### src/rtl/mc_control_fsm_pkg.sv
// Shared types and encodings for the multicycle RISC-V control sequencer.
// Holds the state enum, opcode constants and datapath select encodings.
package rv_ctrl_pkg;

  typedef enum logic [3:0] {
    S_FETCH    = 4'd0,
    S_DECODE   = 4'd1,
    S_MEMADR   = 4'd2,
    S_MEMREAD  = 4'd3,
    S_MEMWB    = 4'd4,
    S_MEMWRITE = 4'd5,
    S_EXECR    = 4'd6,
    S_EXECI    = 4'd7,
    S_ALUWB    = 4'd8,
    S_JALR     = 4'd9,
    S_JAL      = 4'd10,
    S_BRANCH   = 4'd11,
    S_LUI      = 4'd12
  } state_t;

  typedef enum logic [1:0] {
    ALUOP_ADD  = 2'b00,
    ALUOP_SUB  = 2'b01,
    ALUOP_FUNC = 2'b10
  } alu_op_t;

  localparam logic [6:0] OP_R    = 7'b0110011;
  localparam logic [6:0] OP_I    = 7'b0010011;
  localparam logic [6:0] OP_LW   = 7'b0000011;
  localparam logic [6:0] OP_SW   = 7'b0100011;
  localparam logic [6:0] OP_B    = 7'b1100011;
  localparam logic [6:0] OP_JAL  = 7'b1101111;
  localparam logic [6:0] OP_JALR = 7'b1100111;
  localparam logic [6:0] OP_LUI  = 7'b0110111;

  localparam logic [2:0] ALU_ADD = 3'b000;
  localparam logic [2:0] ALU_SUB = 3'b001;
  localparam logic [2:0] ALU_AND = 3'b010;
  localparam logic [2:0] ALU_OR  = 3'b011;
  localparam logic [2:0] ALU_XOR = 3'b100;
  localparam logic [2:0] ALU_SLT = 3'b101;

  localparam logic [2:0] IMM_I = 3'b000;
  localparam logic [2:0] IMM_S = 3'b001;
  localparam logic [2:0] IMM_B = 3'b010;
  localparam logic [2:0] IMM_J = 3'b011;
  localparam logic [2:0] IMM_U = 3'b100;

  localparam logic [1:0] RES_ALUOUT = 2'b00;
  localparam logic [1:0] RES_MEM    = 2'b01;
  localparam logic [1:0] RES_ALU    = 2'b10;
  localparam logic [1:0] RES_IMM    = 2'b11;

  localparam logic [1:0] SRCA_PC    = 2'b00;
  localparam logic [1:0] SRCA_OLDPC = 2'b01;
  localparam logic [1:0] SRCA_RS1   = 2'b10;

  localparam logic [1:0] SRCB_RS2   = 2'b00;
  localparam logic [1:0] SRCB_IMM   = 2'b01;
  localparam logic [1:0] SRCB_FOUR  = 2'b10;

  // blt/bge look only at the raw sign of rs1-rs2; overflow is not corrected.
  function automatic logic branch_taken(input logic [2:0] func3, input logic zero,
                                        input logic neg);
    logic taken;
    case (func3)
      3'b000:  taken = zero;
      3'b001:  taken = ~zero;
      3'b100:  taken = neg;
      3'b101:  taken = ~neg;
      default: taken = 1'b0;
    endcase
    return taken;
  endfunction

endpackage

### src/rtl/mc_control_fsm_alu_decoder.sv
// ALU operation decode: maps ALUOp and the instruction fields to ALUControl.
module alu_decoder
  import rv_ctrl_pkg::*;
(
  input  alu_op_t    alu_op,
  input  logic [2:0] func3,
  input  logic       func7_5,
  input  logic       op_5,
  output logic [2:0] alu_control
);

  // Fixed add/sub for address and branch steps, func3/func7 decode otherwise
  always_comb begin
    alu_control = ALU_ADD;
    case (alu_op)
      ALUOP_ADD: alu_control = ALU_ADD;
      ALUOP_SUB: alu_control = ALU_SUB;
      ALUOP_FUNC: begin
        case (func3)
          3'b000: begin
            // I-type addi has no sub form, so func7 only matters for R-type
            if (op_5 && func7_5) alu_control = ALU_SUB;
            else                 alu_control = ALU_ADD;
          end
          3'b010:  alu_control = ALU_SLT;
          3'b100:  alu_control = ALU_XOR;
          3'b110:  alu_control = ALU_OR;
          3'b111:  alu_control = ALU_AND;
          default: alu_control = ALU_ADD;
        endcase
      end
      default: alu_control = ALU_ADD;
    endcase
  end

endmodule

### src/rtl/mc_control_fsm.sv
// Multicycle control sequencer: Moore FSM, branch resolution and immediate
// decode driving the shared-ALU, unified-memory RISC-V datapath.
module mc_control_fsm
  import rv_ctrl_pkg::*;
(
  input  logic       clk,
  input  logic       rst,
  input  logic [6:0] op,
  input  logic [2:0] func3,
  input  logic [6:0] func7,
  input  logic       zero,
  input  logic       neg,
  output logic       PCWrite,
  output logic       AdrSrc,
  output logic       MemWrite,
  output logic       IRWrite,
  output logic       RegWrite,
  output logic [1:0] resultSrc,
  output logic [1:0] ALUSrcA,
  output logic [1:0] ALUSrcB,
  output logic [2:0] ALUControl,
  output logic [2:0] immSrc
);

  state_t  state_r;
  state_t  state_next_s;
  alu_op_t alu_op_s;
  logic    pc_write_s;
  logic    mem_write_s;
  logic    ir_write_s;
  logic    reg_write_s;
  logic    unused_func7_s;

  assign unused_func7_s = ^{func7[6], func7[4:0]};

  // State register with synchronous reset into FETCH
  always_ff @(posedge clk) begin
    if (rst) state_r <= S_FETCH;
    else     state_r <= state_next_s;
  end

  // Next-state and per-state Moore output decode
  always_comb begin
    state_next_s = S_FETCH;
    pc_write_s   = 1'b0;
    mem_write_s  = 1'b0;
    ir_write_s   = 1'b0;
    reg_write_s  = 1'b0;
    AdrSrc       = 1'b0;
    resultSrc    = RES_ALUOUT;
    ALUSrcA      = SRCA_PC;
    ALUSrcB      = SRCB_RS2;
    alu_op_s     = ALUOP_ADD;
    case (state_r)
      S_FETCH: begin
        ir_write_s   = 1'b1;
        pc_write_s   = 1'b1;
        ALUSrcB      = SRCB_FOUR;
        resultSrc    = RES_ALU;
        state_next_s = S_DECODE;
      end
      S_DECODE: begin
        ALUSrcA = SRCA_OLDPC;
        ALUSrcB = SRCB_IMM;
        case (op)
          OP_LW, OP_SW: state_next_s = S_MEMADR;
          OP_R:         state_next_s = S_EXECR;
          OP_I:         state_next_s = S_EXECI;
          OP_JAL:       state_next_s = S_JAL;
          OP_JALR:      state_next_s = S_JALR;
          OP_B:         state_next_s = S_BRANCH;
          OP_LUI:       state_next_s = S_LUI;
          default:      state_next_s = S_FETCH;
        endcase
      end
      S_MEMADR: begin
        ALUSrcA = SRCA_RS1;
        ALUSrcB = SRCB_IMM;
        if (op == OP_SW) state_next_s = S_MEMWRITE;
        else             state_next_s = S_MEMREAD;
      end
      S_MEMREAD: begin
        AdrSrc       = 1'b1;
        state_next_s = S_MEMWB;
      end
      S_MEMWB: begin
        resultSrc   = RES_MEM;
        reg_write_s = 1'b1;
      end
      S_MEMWRITE: begin
        AdrSrc      = 1'b1;
        mem_write_s = 1'b1;
      end
      S_EXECR: begin
        ALUSrcA      = SRCA_RS1;
        alu_op_s     = ALUOP_FUNC;
        state_next_s = S_ALUWB;
      end
      S_EXECI: begin
        ALUSrcA      = SRCA_RS1;
        ALUSrcB      = SRCB_IMM;
        alu_op_s     = ALUOP_FUNC;
        state_next_s = S_ALUWB;
      end
      S_ALUWB: reg_write_s = 1'b1;
      S_JALR: begin
        ALUSrcA      = SRCA_RS1;
        ALUSrcB      = SRCB_IMM;
        state_next_s = S_JAL;
      end
      S_JAL: begin
        // PC takes the target latched in ALUOut while OldPC+4 is computed
        pc_write_s   = 1'b1;
        ALUSrcA      = SRCA_OLDPC;
        ALUSrcB      = SRCB_FOUR;
        state_next_s = S_ALUWB;
      end
      S_BRANCH: begin
        ALUSrcA    = SRCA_RS1;
        alu_op_s   = ALUOP_SUB;
        pc_write_s = branch_taken(func3, zero, neg);
      end
      S_LUI: begin
        resultSrc   = RES_IMM;
        reg_write_s = 1'b1;
      end
      default: state_next_s = S_FETCH;
    endcase
  end

  // Immediate format follows the opcode in every state
  always_comb begin
    immSrc = IMM_I;
    case (op)
      OP_SW:   immSrc = IMM_S;
      OP_B:    immSrc = IMM_B;
      OP_JAL:  immSrc = IMM_J;
      OP_LUI:  immSrc = IMM_U;
      default: immSrc = IMM_I;
    endcase
  end

  // No architectural write may escape while reset is held
  assign PCWrite  = pc_write_s  & ~rst;
  assign MemWrite = mem_write_s & ~rst;
  assign IRWrite  = ir_write_s  & ~rst;
  assign RegWrite = reg_write_s & ~rst;

  alu_decoder u_alu_decoder (
    .alu_op      (alu_op_s),
    .func3       (func3),
    .func7_5     (func7[5]),
    .op_5        (op[5]),
    .alu_control (ALUControl)
  );

endmodule
### config.mk
export PLATFORM = sky130hd
export DESIGN_NAME = mc_control_fsm
export DESIGN_NICKNAME = d
export VERILOG_FILES = /design/src/rtl/mc_control_fsm_pkg.sv /design/src/rtl/mc_control_fsm_alu_decoder.sv /design/src/rtl/mc_control_fsm.sv
export SDC_FILE = /design/constraint.sdc
export NUM_CORES = 1
export LEC_CHECK = 0
export ABC_AREA = 0
export BUFFER_PORTS_ARGS = -buffer_cell sky130_fd_sc_hd__buf_2
export CORE_ASPECT_RATIO = 0.8
export CORE_MARGIN = 4
export CORE_UTILIZATION = 35
export DETAILED_ROUTE_END_ITERATION = 10
export PLACE_DENSITY_LB_ADDON = 0.05
export SLEW_MARGIN = 30
export SYNTH_ARGS = -nofsm -noshare
export SYNTH_HDL_FRONTEND = slang
export SYNTH_SLANG_ARGS = --single-unit
### constraint.sdc
create_clock -name clk -period 1.7 [get_ports clk]
set_input_delay 0 -clock clk [delete_from_list [all_inputs] [get_ports clk]]
set_output_delay 0 -clock clk [all_outputs]
set_load 0.03 [all_outputs]
# After elaboration in Yosys (flattened, before gate mapping)
# Cells that the tools add are included.
# word_totals
ff_bits,4
out_inout_bits,17
# op_classes
mux,17
n_eq_ne,28
n_reduce_logical,12
bitwise,7
# op_table
op,n
4-bit one-hot mux with 7 select lines,1
4-bit one-hot mux with 6 select lines,1
"7-bit by 6-bit equality test with 1-bit output, second input constant",3
"7-bit equality test, second input constant",3
"4-bit equality test, second input constant",5
"4-bit by 3-bit equality test with 1-bit output, second input constant",4
3-bit one-hot mux with 5 select lines,1
"3-bit equality test, second input constant",4
2-bit one-hot mux with 2 select lines,3
3-bit one-hot mux with 4 select lines,1
2-bit OR reduction,5
"4-bit by 2-bit equality test with 1-bit output, second input constant",2
"7-bit by 2-bit equality test with 1-bit output, second input constant",1
"7-bit by 5-bit equality test with 1-bit output, second input constant",1
2-bit one-hot mux with 3 select lines,1
3-bit one-hot mux with 2 select lines,1
3-bit OR reduction,2
1-bit 2-to-1 mux,5
5-bit OR reduction,1
1-bit AND,4
"4-bit by 1-bit equality test with 1-bit output, second input constant",1
4-bit zero test,1
1-bit one-hot mux with 4 select lines,1
4-bit OR reduction,1
9 further kinds,11

# Depth between registers and ports, before layout
# Gate-level depths: netlist (run 1).
# depth
depth_word,5
mapped_depth,7
mapped_depth_nobuf,6

# Cells and area by module
# Synthesis (run 1) repeated with hierarchy kept, for this count alone.
# hier_totals
hier_cells,94
area_unflattened_um2,666.9
# modules_own_cells
module,cells_each,area_per_inst_um2,seq_area_each_um2,instances
mc_control_fsm,82,568.0,80.1,1
alu_decoder,12,98.8,0.0,1

# Worst setup path before layout (run 1)
# No wires, ideal clock.
# synth_path
path_type,reg2out
startpoint,register state_r[2]
endpoint,output port ALUControl[2]
arrival_ns,2.113
t_required_ns,1.700
path_slack_ns,-0.413
stages_incl_launch_ff,6
cell_sequence,dfxtp_1 buf_2 buf_2 nand2_1 ha_1 nor4b_1
# synth_via
elab_chain_len,5
# synth_lines
item,line,source
from (decl),mc_control_fsm.sv:25,state_t state_r;
from (signal assigned),mc_control_fsm.sv:39,else state_r <= state_next_s;
4-bit by 3-bit equality test with 1-bit output,mc_control_fsm.sv:54,case (state_r)
2-bit OR reduction (no source line),n/a,
2-bit one-hot mux with 2 select lines (*),mc_control_fsm.sv:54,
2-bit equality test or 2-bit by 1-bit equality test with 1-bit output (tied branches),mc_control_fsm_alu_decoder.sv:15,case (alu_op)
3-bit one-hot mux with 2 select lines (*),mc_control_fsm_alu_decoder.sv:15,
to (decl),mc_control_fsm.sv:21,"output logic [2:0] ALUControl,"
# Mark *: on every way between the ends. The rest lies on a longest branch, timed or not.

# Worst setup path after layout (run 1)
# Ends and elaborated chain as after synthesis.

==> metrics.cfg, run 1 <==
[global_routing]
grt_usage_pct=16.7
antenna_found_initial=0
grt_max_degree=18
overflow=0
grt_pass1_wl_mm=3.00
grt_pass1_vias=687

[placement]
place_area_um2=833
routabilityCongestion=0.796
io_buffers=31
place_hpwl_mm=1.54

[sta]
hold_ws_ns=0.147
setup_viol=0
slew_viol_final=0
rsz0062_at_grt=no
finClkSkew_ns=0.00326
min_period_ns=1.64
finalHoldViolations=0
finalCritPeriodShare_pct=96.7
relSlewSlack_pct=79.5
max_freq_ghz=0.608
worstMarginPinSlew_ns=0.306

[setup_path]
r2r_slack_ns=0.38
cp-end-kind=output port
startpoint_type=flop
cp_max_fo=4
path_class=flop to output port
required_ns=1.70
reg2reg_depth=5
r2r_end=state_r[1]$_SDFF_PP0_
cp_slowest_cell=dfxtp_1
crit_arrival_ns=1.64
cp_top_family=simple AND/OR/NAND/NOR gates
timing.rr.start=state_r[1]$_SDFF_PP0_
path_cells=nand4b_1 -> inv_1 -> ha_4 -> nor4b_4 -> buf_6
cp_num_buf_inv=2
max_stage_delay_ns=0.34

[clock_network]
path_clk_slew_ns=0.04
postCtsHoldBufs=0
clk_latency_ns=0.24
postCtsSetupBuffers=0
clkSinkCount=4
clockBufferDepth=2
cts_tree=done
htreeDepth=1
cts_root_buf=clkbuf_4
cts_buffers=3

[yosys]
ys_types=36
ys.flop_type=dfxtp_1
avgSynthCellArea_um2=6.91
synth_seq_area_share_pct=13.2
ys_ff_latch=4
synth_cells=88
netlist_area_um2=608
synth-edff-count=0
synth-async-reset-ratio_pct=0
yosys_warnings=0
syn_nets=111

[cells_and_area]
final_cell_area_um2=882
diodes=0
largest_register_ff_count=4
regMostFlops=state_r
final_nets=148
area_growth_pct=45.1
nFillCells=184
drive_above_1_share_pct=41.5
finish.utilization_pct=53.7
top_regs=state_r: 4 flops

[worst_hold_path]
hold_path_class=primary input to flop
min_to=state_r[0]$_SDFF_PP0_
hp-start=rst
min_path_cells=3

[drt]
viasPerCell=5.27
wirelength_mm=1.91
drtIter0Drc=18
vias=764
route.detailed.drc=0
wl_per_cell_um=13.2
first_pass_iters=4
ant_nets=0

[power_and_ir_drop]
pwr_density_cell_nw_per_um2=414
power_mw=0.365
p_leak_nw=0.436
vdd_drop_max_mv=0.344

[outcome]
status=finished clean

[floorplanning]
core-area_um2=1640
die_height_um=45.3
initial_core_util_pct=37.0
std_cell_rows=13
num_io_pins=38
die-area_um2=2470
die_x_um=54.6

[job]
cap_violations=0

cells in the final DEF (no fill, tap or decap), types with 2 or more instances in the layout:
cell / n
nand2_1: 2
clkbuf_4: 3
nor3_1: 5
a31oi_1: 2
and3_1: 5
dfxtp_2: 2
a22oi_1: 2
dfxtp_1: 2
nor2_1: 8
o21ai_0: 3
nand3_1: 2
nand3b_1: 3
inv_1: 6
nand2b_1: 3
buf_2: 30
xnor2_1: 5
buf_4: 6
a211oi_1: 2
a21oi_1: 6
nor4b_1: 2
through the flow:
stage	setup WS (ns)	cells	setup TNS, ns
CTS	0.000719	145	0
detailed placement	0.166	142	0
global route	0.00562	145	0
finish	0.0553	145	0
floorplan	-0.00751	88	-0.0118
global placement	0.225	142	0
per-layer routing:
metal | vias to the layer above | wire length [um] | track usage (%)
met2 | 17 | 966 | 28.1
met1 | 355 | 844 | 20.9
met5 | - | 0 | 0
met3 | 0 | 97 | 5.94
met4 | 0 | 0 | 1.49
li1 | 392 | - | -
where the power goes:
group	leakage, nW	switching [mW]	total [mW]	internal (mW)
combinational	0.389	0.0884	0.145	0.0562
clock	0.0138	0.0389	0.118	0.0790
sequential	0.0333	0.00539	0.103	0.0976
cell usage after synthesis, types with 4 or more instances:
library cell  count  share of area (%)
a21oi_1           6                4.9
and3_1            5                5.1
buf_2             4                3.3
dfxtp_1           4                 13
inv_1             6                3.7
nor2_1            8                4.9
nor3_1            5                4.1
xnor2_1           5                7.2
cell families (layout without fill, tap and decap cells):
| logic type | count (synthesis) | after routing | synth area share (%) |
|---|---|---|---|
| xor+xnor | 6 | 6 | 8.64 |
| fa+ha+maj | 2 | 2 | 4.11 |
| mux | 2 | 2 | 3.50 |
| simple gates | 43 | 43 | 42.4 |
| buf+inv | 11 | 46 | 7.61 |
| compound gates | 20 | 20 | 20.6 |
| flops | 4 | 4 | 13.2 |
final cells by class:
| cell class | instances | area, um2 | area share (%) |
|---|---|---|---|
| Clock buffer | 3 | 22.5 | 2.55 |
| Tap cell | 22 | 27.5 | 3.12 |
| Multi-Input combinational cell | 73 | 520 | 59.0 |
| Inverter | 6 | 22.5 | 2.55 |
| Timing Repair Buffer | 37 | 206 | 23.4 |
| Sequential cell | 4 | 82.6 | 9.36 |
how the worst max path moves through the flow:
stage                                from             to  slack [ns]  cells after the start
global route        state_r[0]$_SDFF_PP0_  ALUControl[2]       0.006                      5
finish              state_r[2]$_SDFF_PP0_  ALUControl[2]        0.06                      5
detailed placement  state_r[0]$_SDFF_PP0_  ALUControl[2]        0.17                      5
floorplan           state_r[2]$_SDFF_PP0_       MemWrite      -0.008                      3
global placement    state_r[0]$_SDFF_PP0_  ALUControl[2]        0.22                      5
CTS                 state_r[1]$_SDFF_PP0_  ALUControl[2]      0.0007                      5
timing repair:
item                                    4_1_cts  5_1_grt
resized for setup                             3        4
pin swaps                                     0        1
endpoints found under the setup margin        1        1
tightest hold or removal path, cell delays in order:
cell    delay, ns
buf_2        0.13
inv_1        0.07
and3_1       0.15
Power figures use the tool's default switching activity.
==> run 2: changes to the inputs <==
- CTS_BUF_LIST: default -> sky130_fd_sc_hd__clkbuf_16
==> metrics.cfg, run 2 (synthesis results as in run 1) <==
[outcome]
status=finished clean

[setup_path]
cp_num_buf_inv=2
cp_max_fo=4
cp_top_family=simple AND/OR/NAND/NOR gates
max_stage_delay_ns=0.41
cp-end-kind=output port
path_class=flop to output port
path_cells=nand4b_1 -> inv_1 -> ha_4 -> nor4b_4 -> buf_4
startpoint_type=flop
cp_slowest_cell=dfxtp_1
required_ns=1.70
crit_arrival_ns=1.66

[power_and_ir_drop]
vdd_drop_max_mv=0.810
pwr_density_cell_nw_per_um2=665
p_leak_nw=0.457
power_mw=0.617

[clock_network]
postCtsSetupBuffers=0
clk_latency_ns=0.23
cts_root_buf=clkbuf_16
htreeDepth=1
cts_tree=done
cts_buffers=3
postCtsHoldBufs=0
clkSinkCount=4
clockBufferDepth=2
path_clk_slew_ns=0.03

[cells_and_area]
layout_commonest_cell=buf_2
diodes=0
nFillCells=177
final_cell_mix=buf_2, nor2_1, buf_4
area_growth_pct=52.5
top_regs=state_r: 4 flops
final_cell_area_um2=927
final_nets=148
regMostFlops=state_r
drive_above_1_share_pct=39.8
largest_register_ff_count=4

[drt]
vias=766
first_pass_iters=4
drtIter0Drc=13
wirelength_mm=1.93
ant_nets=0
wl_per_cell_um=13.3
route.detailed.drc=0
viasPerCell=5.28

[floorplanning]
die-area_um2=2470
std_cell_rows=13
initial_core_util_pct=37.0
num_io_pins=38
die_x_um=54.6
core-area_um2=1640
die_height_um=45.3

[sta]
finalCritPeriodShare_pct=97.5
setup_viol=0
slew_viol_final=0
finalHoldViolations=0
finClkSkew_ns=0.00343
worstMarginPinSlew_ns=0.303
min_period_ns=1.66
relSlewSlack_pct=79.6
rsz0062_at_grt=no
max_freq_ghz=0.603
totalNegativeSetupSlack_ns=0

[worst_hold_path]
hold_path_class=primary input to flop

[global_routing]
grt_usage_pct=17.4
grt_pass1_vias=691
grt_max_degree=18
overflow=0
grt_pass1_wl_mm=3.06
antenna_found_initial=0

[placement]
place_area_um2=833
routabilityCongestion=0.796
place_hpwl_mm=1.54
io_buffers=31

[job]
cap_violations=0

==> run 2: cell counts in the layout (fill, tap and decap cells not counted) <==
No cell type changed its count.
==> run 2: power by group <==
part	total, mW	leakage, nW	switching (mW)	internal [mW]
registers	0.103	0.0328	0.00524	0.0977
logic	0.145	0.388	0.0887	0.0562
clock network	0.369	0.0370	0.0682	0.301
==> run 2: what timing repair did <==
action,CTS,global route
resized for setup,3,1
cloned,0,0
setup endpoints to repair,1,1
==> run 2: routing by layer <==
layer  vias to the layer above  global-route usage [%]  routed length, um
met2                        17                    28.8                966
met3                         3                    5.94                100
met5                         -                       0                  0
li1                        392                       -                  -
met4                         0                    5.97                 22
met1                       354                    20.8                839
==> run 2: worst min-delay path, delay by kind of cell <==
family                 cells  cell delay [ns]
buffers and inverters      2             0.20
and+or+nand+nor            1             0.15
==> run 2: path summary, 6_finish.rpt <==
| path | startpoint | end | slack, ns | cells past startpoint |
|---|---|---|---|---|
| max | state_r[3]$_SDFF_PP0_ | ALUControl[2] | 0.04 | 5 |
| min | rst | state_r[0]$_SDFF_PP0_ | 0.16 | 3 |
| max reg2reg | state_r[3]$_SDFF_PP0_ | state_r[3]$_SDFF_PP0_ | 0.36 | 4 |
| min reg2reg | state_r[2]$_SDFF_PP0_ | state_r[1]$_SDFF_PP0_ | 0.74 | 2 |
==> run 2: final cells by class <==
cell class                      count  area (um2)  share of cell area [%]
Inverter                            6        22.5                    2.43
Sequential cell                     4        81.3                    8.77
Multi-Input combinational cell     73         518                    55.9
Timing Repair Buffer               37         203                    21.9
Clock buffer                        3        75.1                    8.10
Tap cell                           22        27.5                    2.97
==> run 2: metrics by stage <==
stage,setup WS (ns),hold WS [ns],instances,utilization (%)
floorplan,-0.00751,0.0471,88,-
global placement,0.225,0.348,142,50.7
detailed placement,0.166,0.359,142,50.7
CTS,0.0159,0.155,145,55.7
global route,0.000302,0.201,145,56.4
finish,0.0423,0.159,145,56.4
